### src/rtl/fir_out_conditioner.sv
// Output conditioner for the transposed FIR: drops pipeline-fill samples, decimates,
// rescales with round-half-up and saturation, and buffers results in a small FIFO.
module fir_out_conditioner #(
  parameter int IN_W   = 18,
  parameter int OUT_W  = 8,
  parameter int SHIFT  = 6,
  parameter int DECIM  = 2,
  parameter int WARMUP = 10,
  parameter int DEPTH  = 4
) (
  input  logic                     clk,
  input  logic                     reset,
  input  logic                     in_en,
  input  logic [IN_W-1:0]          din,
  output logic [OUT_W-1:0]         dout,
  output logic                     out_valid,
  input  logic                     out_ready,
  output logic [$clog2(DEPTH):0]   level,
  output logic                     ovf,
  output logic                     sat
);

  localparam int AW = $clog2(DEPTH);
  localparam int LW = AW + 1;
  localparam int WW = (WARMUP > 0) ? $clog2(WARMUP + 1) : 1;
  localparam int PW = (DECIM > 1) ? $clog2(DECIM) : 1;
  localparam logic [IN_W:0]    RND  = (SHIFT > 0) ? ((IN_W+1)'(1) << ((SHIFT > 0) ? SHIFT - 1 : 0))
                                                   : (IN_W+1)'(0);
  localparam logic [OUT_W-1:0] MAXV = '1;

  // Returns {clipped, value}; the extra sum bit keeps the rounding carry.
  function automatic logic [OUT_W:0] scale(input logic [IN_W-1:0] d);
    logic [IN_W:0] sum;
    logic [IN_W:0] q;
    sum = {1'b0, d} + RND;
    q   = sum >> SHIFT;
    if (|q[IN_W:OUT_W]) begin
      scale = {1'b1, MAXV};
    end else begin
      scale = {1'b0, q[OUT_W-1:0]};
    end
  endfunction

  logic [WW-1:0]    warm_r;
  logic [PW-1:0]    phase_r;
  logic [AW-1:0]    wr_ptr_r;
  logic [AW-1:0]    rd_ptr_r;
  logic [OUT_W-1:0] mem_r [DEPTH];

  logic             warm_acc_s;
  logic             post_acc_s;
  logic             keep_s;
  logic [OUT_W:0]   scaled_s;
  logic             full_s;
  logic             pop_s;
  logic             push_s;
  logic             drop_s;
  logic [LW-1:0]    level_nxt_s;
  logic [AW-1:0]    rd_nxt_s;
  logic [OUT_W-1:0] head_s;

  // Accept/keep decisions, FIFO control and the next head-of-queue value.
  always_comb begin
    warm_acc_s  = in_en && (warm_r != WW'(WARMUP));
    post_acc_s  = in_en && (warm_r == WW'(WARMUP));
    keep_s      = post_acc_s && (phase_r == PW'(0));
    scaled_s    = scale(din);
    full_s      = (level == LW'(DEPTH));
    pop_s       = out_valid && out_ready;
    push_s      = keep_s && (!full_s || pop_s);
    drop_s      = keep_s && full_s && !pop_s;
    level_nxt_s = level + LW'(push_s) - LW'(pop_s);
    if (pop_s) begin
      rd_nxt_s = rd_ptr_r + AW'(1);
    end else begin
      rd_nxt_s = rd_ptr_r;
    end
    // When the queue would be empty before this push, the new sample becomes the head.
    if (pop_s ? (level == LW'(1)) : (level == LW'(0))) begin
      head_s = scaled_s[OUT_W-1:0];
    end else begin
      head_s = mem_r[rd_nxt_s];
    end
  end

  // Counters, FIFO storage, registered outputs and sticky flags.
  always_ff @(posedge clk) begin
    if (reset) begin
      warm_r    <= WW'(0);
      phase_r   <= PW'(0);
      wr_ptr_r  <= AW'(0);
      rd_ptr_r  <= AW'(0);
      level     <= LW'(0);
      out_valid <= 1'b0;
      dout      <= OUT_W'(0);
      ovf       <= 1'b0;
      sat       <= 1'b0;
      for (int i = 0; i < DEPTH; i++) begin
        mem_r[i] <= OUT_W'(0);
      end
    end else begin
      if (warm_acc_s) begin
        warm_r <= warm_r + WW'(1);
      end
      if (post_acc_s) begin
        phase_r <= (phase_r == PW'(DECIM - 1)) ? PW'(0) : phase_r + PW'(1);
      end
      if (push_s) begin
        mem_r[wr_ptr_r] <= scaled_s[OUT_W-1:0];
        wr_ptr_r        <= wr_ptr_r + AW'(1);
      end
      if (keep_s && scaled_s[OUT_W]) begin
        sat <= 1'b1;
      end
      if (drop_s) begin
        ovf <= 1'b1;
      end
      rd_ptr_r  <= rd_nxt_s;
      level     <= level_nxt_s;
      out_valid <= (level_nxt_s != LW'(0));
      if (level_nxt_s != LW'(0)) begin
        dout <= head_s;
      end
    end
  end

endmodule

### config.mk
export PLATFORM = sky130hd
export DESIGN_NAME = fir_out_conditioner
export DESIGN_NICKNAME = d
export VERILOG_FILES = /design/src/rtl/fir_out_conditioner.sv
export SDC_FILE = /design/constraint.sdc
export NUM_CORES = 1
export LEC_CHECK = 0
export CORE_MARGIN = 5
export CORE_UTILIZATION = 30
export CTS_BUF_LIST = sky130_fd_sc_hd__clkbuf_8
export DETAILED_ROUTE_END_ITERATION = 16
export SYNTH_ARGS = -nofsm -noshare
export SYNTH_HDL_FRONTEND = slang
export SYNTH_SLANG_ARGS = --single-unit
### constraint.sdc
create_clock -name clk -period 4.9 [get_ports clk]
set_clock_uncertainty 0.2 [all_clocks]
set_input_delay 0.98 -clock clk [delete_from_list [all_inputs] [get_ports clk]]
set_output_delay 0.98 -clock clk [all_outputs]
set_load 0.02 [all_outputs]
## Yosys cells after proc, flatten, opt, wreduce, memory -nomap -nowiden

Memory sizes are Yosys's and may differ from the RTL's.
Cells that the tools add are included.

- Input bits: 22
- Memories kept: 1
- Register bits: 23
- Memory bits (writable): 32

Memory list:

| memory | words | bits a word | read ports | clocked after memory_dff | wr ports | line | text |
|---|---|---|---|---|---|---|---|
| mem_r | 4 | 8 | 1 | 0 | 4 | 48 | `logic [OUT_W-1:0] mem_r [DEPTH];` |

- Bitwise gates (word level): 1
- Eq/ne operators: 4
- $add $sub $neg: 7
- Muxes and demuxes: 13
- Reduce and logical (&&, ||, !) cells: 15

Operator list:

| kind | count |
|---|---|
| $add A18 B6 Y19 const B | 1 |
| $mux W8 | 2 |
| $mux W9 | 1 |
| $logic_and A1 B1 Y1 | 8 |
| $mux W1 | 8 |
| $reduce_or A8 Y1 | 1 |
| $reduce_or A5 Y1 | 1 |
| $add A2 B1 Y2 const B | 2 |
| $add A4 B1 Y4 const B | 1 |
| $eq A4 B4 Y1 const B | 1 |
| $mux W2 | 2 |
| $ne A4 B4 Y1 const B | 1 |
| $add A3 B1 Y3 | 1 |
| $eq A3 B1 Y1 const B | 1 |
| $eq A3 B3 Y1 const B | 1 |
| $logic_not A3 Y1 | 1 |
| $reduce_bool A3 Y1 | 1 |
| $sub A3 B1 Y3 | 1 |
| $logic_not A1 Y1 | 2 |
| $add A1 B1 Y1 const B | 1 |
| $logic_or A1 B1 Y1 | 1 |
| $not A1 Y1 | 1 |

## Logic depth before layout (Yosys ltp)

- Depth after elaboration: 9
- Gate-level depth with buffers: 14
- Mapped depth without buffers: 14

## Least setup slack after synthesis

No wires, ideal clock.

- Kind: input-to-reg
- Start: input port in_en
- End: register dout[0]
- Slack: 1.245 ns
- Arrival time: 3.330 ns
- Setup time: 0.125 ns
- Data required time: 4.575 ns
- Stages: 12
- Path through: nand4b_1 a211oi_1 inv_1 ha_1 inv_1 ha_1 fa_1 xor3_1 and2_1 nor2_1 a21boi_0 a211oi_1

- Longest elaborated chain between the ends: 6

Ends and longest elaborated chain:

| element | line | text |
|---|---|---|
| from (decl) | 13 | `input logic in_en,` |
| $logic_and A1 B1 Y1 | 65 | `post_acc_s = in_en && (warm_r == WW'(WARMUP));` |
| $logic_and A1 B1 Y1 | 66 | `keep_s = post_acc_s && (phase_r == PW'(0));` |
| $logic_and A1 B1 Y1 | 70 | `push_s = keep_s && (!full_s \|\| pop_s);` |
| $add A3 B1 Y3 | 72 | `level_nxt_s = level + LW'(push_s) - LW'(pop_s);` |
| $sub A3 B1 Y3 | 72 |  |
| $reduce_bool A3 Y1 | 121 | `if (level_nxt_s != LW'(0)) begin` |
| to (signal assigned) | 122 | `dout <= head_s;` |
| to (decl) | 15 | `output logic [OUT_W-1:0] dout,` |

Every way passes these cells.
A chain may end at the register's enable or synchronous reset.

## Worst setup path in the final report

Ends and elaborated chain as after synthesis.

==> metrics.md <==
| Metric | Value |
|---|---|
| Ys async rst share | `0%` |
| Post_cts resized | `0` |
| Post-DP HPWL | `5.12 mm` |
| Required @ worst endpoint | `4890 ps` |
| TritonCTS clock tree | `done` |
| Layout Cells excl Fill | `461` |
| Drt pass-1 iters | `4` |
| Count of final setup violators | `0` |
| Starting Density | `30.4%` |
| Post-CTS Hold Buffers | `0` |
| Status | `finished clean` |
| Total wire length | `7.21 mm` |
| PortBufs | `30` |
| Yosys reg bits | `55` |
| CP startpoint kind | `input port` |
| H-Tree Depth | `2` |
| Ports | `36` |
| Nets@finish | `355` |
| CP endpoint kind | `register` |
| Compound-Gate Fraction of Synth Area | `18.2%` |
| Number of max-cap violations | `0` |
| Dominant cell type by area after synthesis | `edfxtp_1` |
| Sequential area share after synthesis | `48.5%` |
| Dominant cells by area after synthesis | `edfxtp_1 33%, dfxtp_1 16%, nor2_1 6.8%` |
| Crit path max fanout | `5` |
| DRC | `0` |
| Die width | `109 um` |
| Final ANT Viol Nets | `0` |
| Synth Net Count | `328` |
| Synth Area in Adders | `2.82%` |
| Yosys warning count | `0` |
| Post-Syn Area | `2930 um2` |
| Min Hold Slack | `252 ps` |
| WHS Path Cells | `2` |
| Clk_lat worst skew | `310 ps` |
| Slew Limit Fails | `0` |
| Total chip power | `1.44 mW` |
| Total gr overflow | `0` |
| Vias in the first global route | `2267` |
| Worst-path clk slew | `100 ps` |
| Depth of the most critical reg-to-reg path | `14` |
| Core area | `9640 um2` |
| Measured slew at the worst slew-check pin | `920 ps` |
| Setup WS post-layout | `670 ps` |
| Largest net degree at the start of global routing | `28` |
| Pleak | `1.29 nW` |
| Share of layout cells above drive strength 1 | `7.32%` |
| Setup bufs post-CTS | `0` |
| Commonest non-fill, non-tap cell in the layout | `nor2_1` |
| Via count | `2377` |
| GR Util All Layers | `12.4%` |
| RSZ-0062 raised after global routing | `false` |
| Minimum clock period | `4230 ps` |
| Ratio of final minimum period to clock period | `86.3%` |
| Fin util | `36.0%` |
| 1st-iter DRT viols | `151` |
| Area Growth Syn to Fin | `18.5%` |
| CTS root buffer | `clkbuf_8` |
| Antenna Diode Count | `0` |
| Global-route wire length before repair | `11.4 mm` |
| Synth Area in XOR/XNOR | `3.50%` |
| Per-cell routed wire length | `15.6 um` |
| Synth Area per Inst | `9.76 um2` |
| Routability cong. | `0.831` |
| Mux contribution to synthesized area | `3.97%` |
| Simple-gate area share of the yosys netlist | `19.1%` |
| Fmax | `236 MHz` |
| DIE AREA | `11800 um2` |
| Yosys cell types | `54` |
| Clock Path Buffers | `2` |
| Peak supply drop | `0.214 mV` |
| Clock buffer count from CTS | `5` |
| PwrDens | `416 nW/um2` |
| DP Cell Count | `453` |
| Post-route cell area | `3470 um2` |
| Hold Path Class | `register to register` |
| CTS sink cnt | `55` |
| Pre-CTS WS | `409 ps` |
| Placed Area | `3370 um2` |
| Setup TNS | `0 ps` |
| Mapped Cells | `300` |
| Final hold violation count | `0` |
| EDFF count, synth | `32` |
| Initial antenna violation count | `0` |
| Most frequent cells in the layout | `53 x nor2_1, 32 x edfxtp_1, 30 x clkdlybuf4s50_1` |
| Slew headroom | `38.6%` |
| Crit path kind | `input port to register` |
| Top_reg_cell synth | `edfxtp_1` |
| Critical path arrival | `4220 ps` |
| Largest family of logic cells by synthesized area | `simple AND/OR/NAND/NOR gates` |
| Die height | `109 um` |
| Share of Yosys cell area claimed by the top area cell type | `32.8%` |
| Rows | `36` |
| DR vias/cell | `5.16` |
## cell usage after synthesis, types with 3 or more instances
| library cell | n |
|---|---|
| nor2_1 | 53 |
| nor3_1 | 6 |
| mux2_2 | 5 |
| xnor2_1 | 4 |
| a31o_2 | 3 |
| o22ai_1 | 3 |
| o31ai_1 | 5 |
| nand4_1 | 5 |
| a21o_1 | 3 |
| or3_1 | 3 |
| a221oi_1 | 6 |
| nand2_1 | 20 |
| clkbuf_1 | 9 |
| dfxtp_1 | 23 |
| nand3_1 | 6 |
| o21ai_0 | 14 |
| a211oi_1 | 4 |
| ha_1 | 5 |
| and2_1 | 5 |
| buf_2 | 5 |
| edfxtp_1 | 32 |
| mux2i_1 | 6 |
| xor2_1 | 5 |
| o221ai_1 | 6 |
| o2bb2ai_1 | 4 |
| nand4b_1 | 3 |
| a21oi_1 | 10 |
| inv_1 | 14 |
## per-layer routing
layer	vias to the layer above	wire length, um	track usage (%)
li1	1161	-	-
met1	1123	3290	16.6
met2	79	3310	19.8
met3	14	445	2.37
met4	0	159	4.51
met5	-	0	0
## kinds of logic (layout without fill, tap and decap cells)
logic type / count (synthesis) / in the layout
simple gates: 115 / 115
compound gates: 74 / 74
flops: 55 / 55
buf+inv: 29 / 57
mux: 11 / 11
xor+xnor: 10 / 10
fa+ha+maj: 6 / 6
## power by group
group | switching, mW | internal (mW)
combinational | 0.321 | 0.239
clock | 0.143 | 0.127
sequential | 0.0673 | 0.545
## flip-flops by register name, summed over array words and instances (netlist names)
register   count
warm_r         4
sat            1
mem_r         32
out_valid      1
wr_ptr_r       2
phase_r        1
ovf            1
dout           8
level          3
rd_ptr_r       2
## layout make-up
type,count,area (um2)
clock buffer,7,96.3
clock inverter,1,3.75
fill,987,6170
inverter,14,52.6
multi-input combinational,216,1390
sequential,55,1420
tap,133,166
timing repair buffer,35,338
## worst max-delay path, stage by stage
cell and delay (ps):
clkdlybuf4s50_1 540, nand4b_1 230, a211oi_1 390, inv_1 90
ha_1 290, inv_1 40, ha_1 180, fa_1 370
xor3_1 230, and2_1 190, nor2_1 320, a21boi_0 290
a211oi_1 80
## final timing paths
check	start	to	slack, ps
worst max-delay path	in_en	dout[0]$_SDFFE_PP0P_	670
worst min register to register	sat$_SDFFE_PP0P_	sat$_SDFFE_PP0P_	250
worst max register to register	warm_r[0]$_SDFFE_PP0P_	dout[0]$_SDFFE_PP0P_	1310
worst min-delay path	sat$_SDFFE_PP0P_	sat$_SDFFE_PP0P_	250
Note: power is estimated with default switching activity, not from simulation.
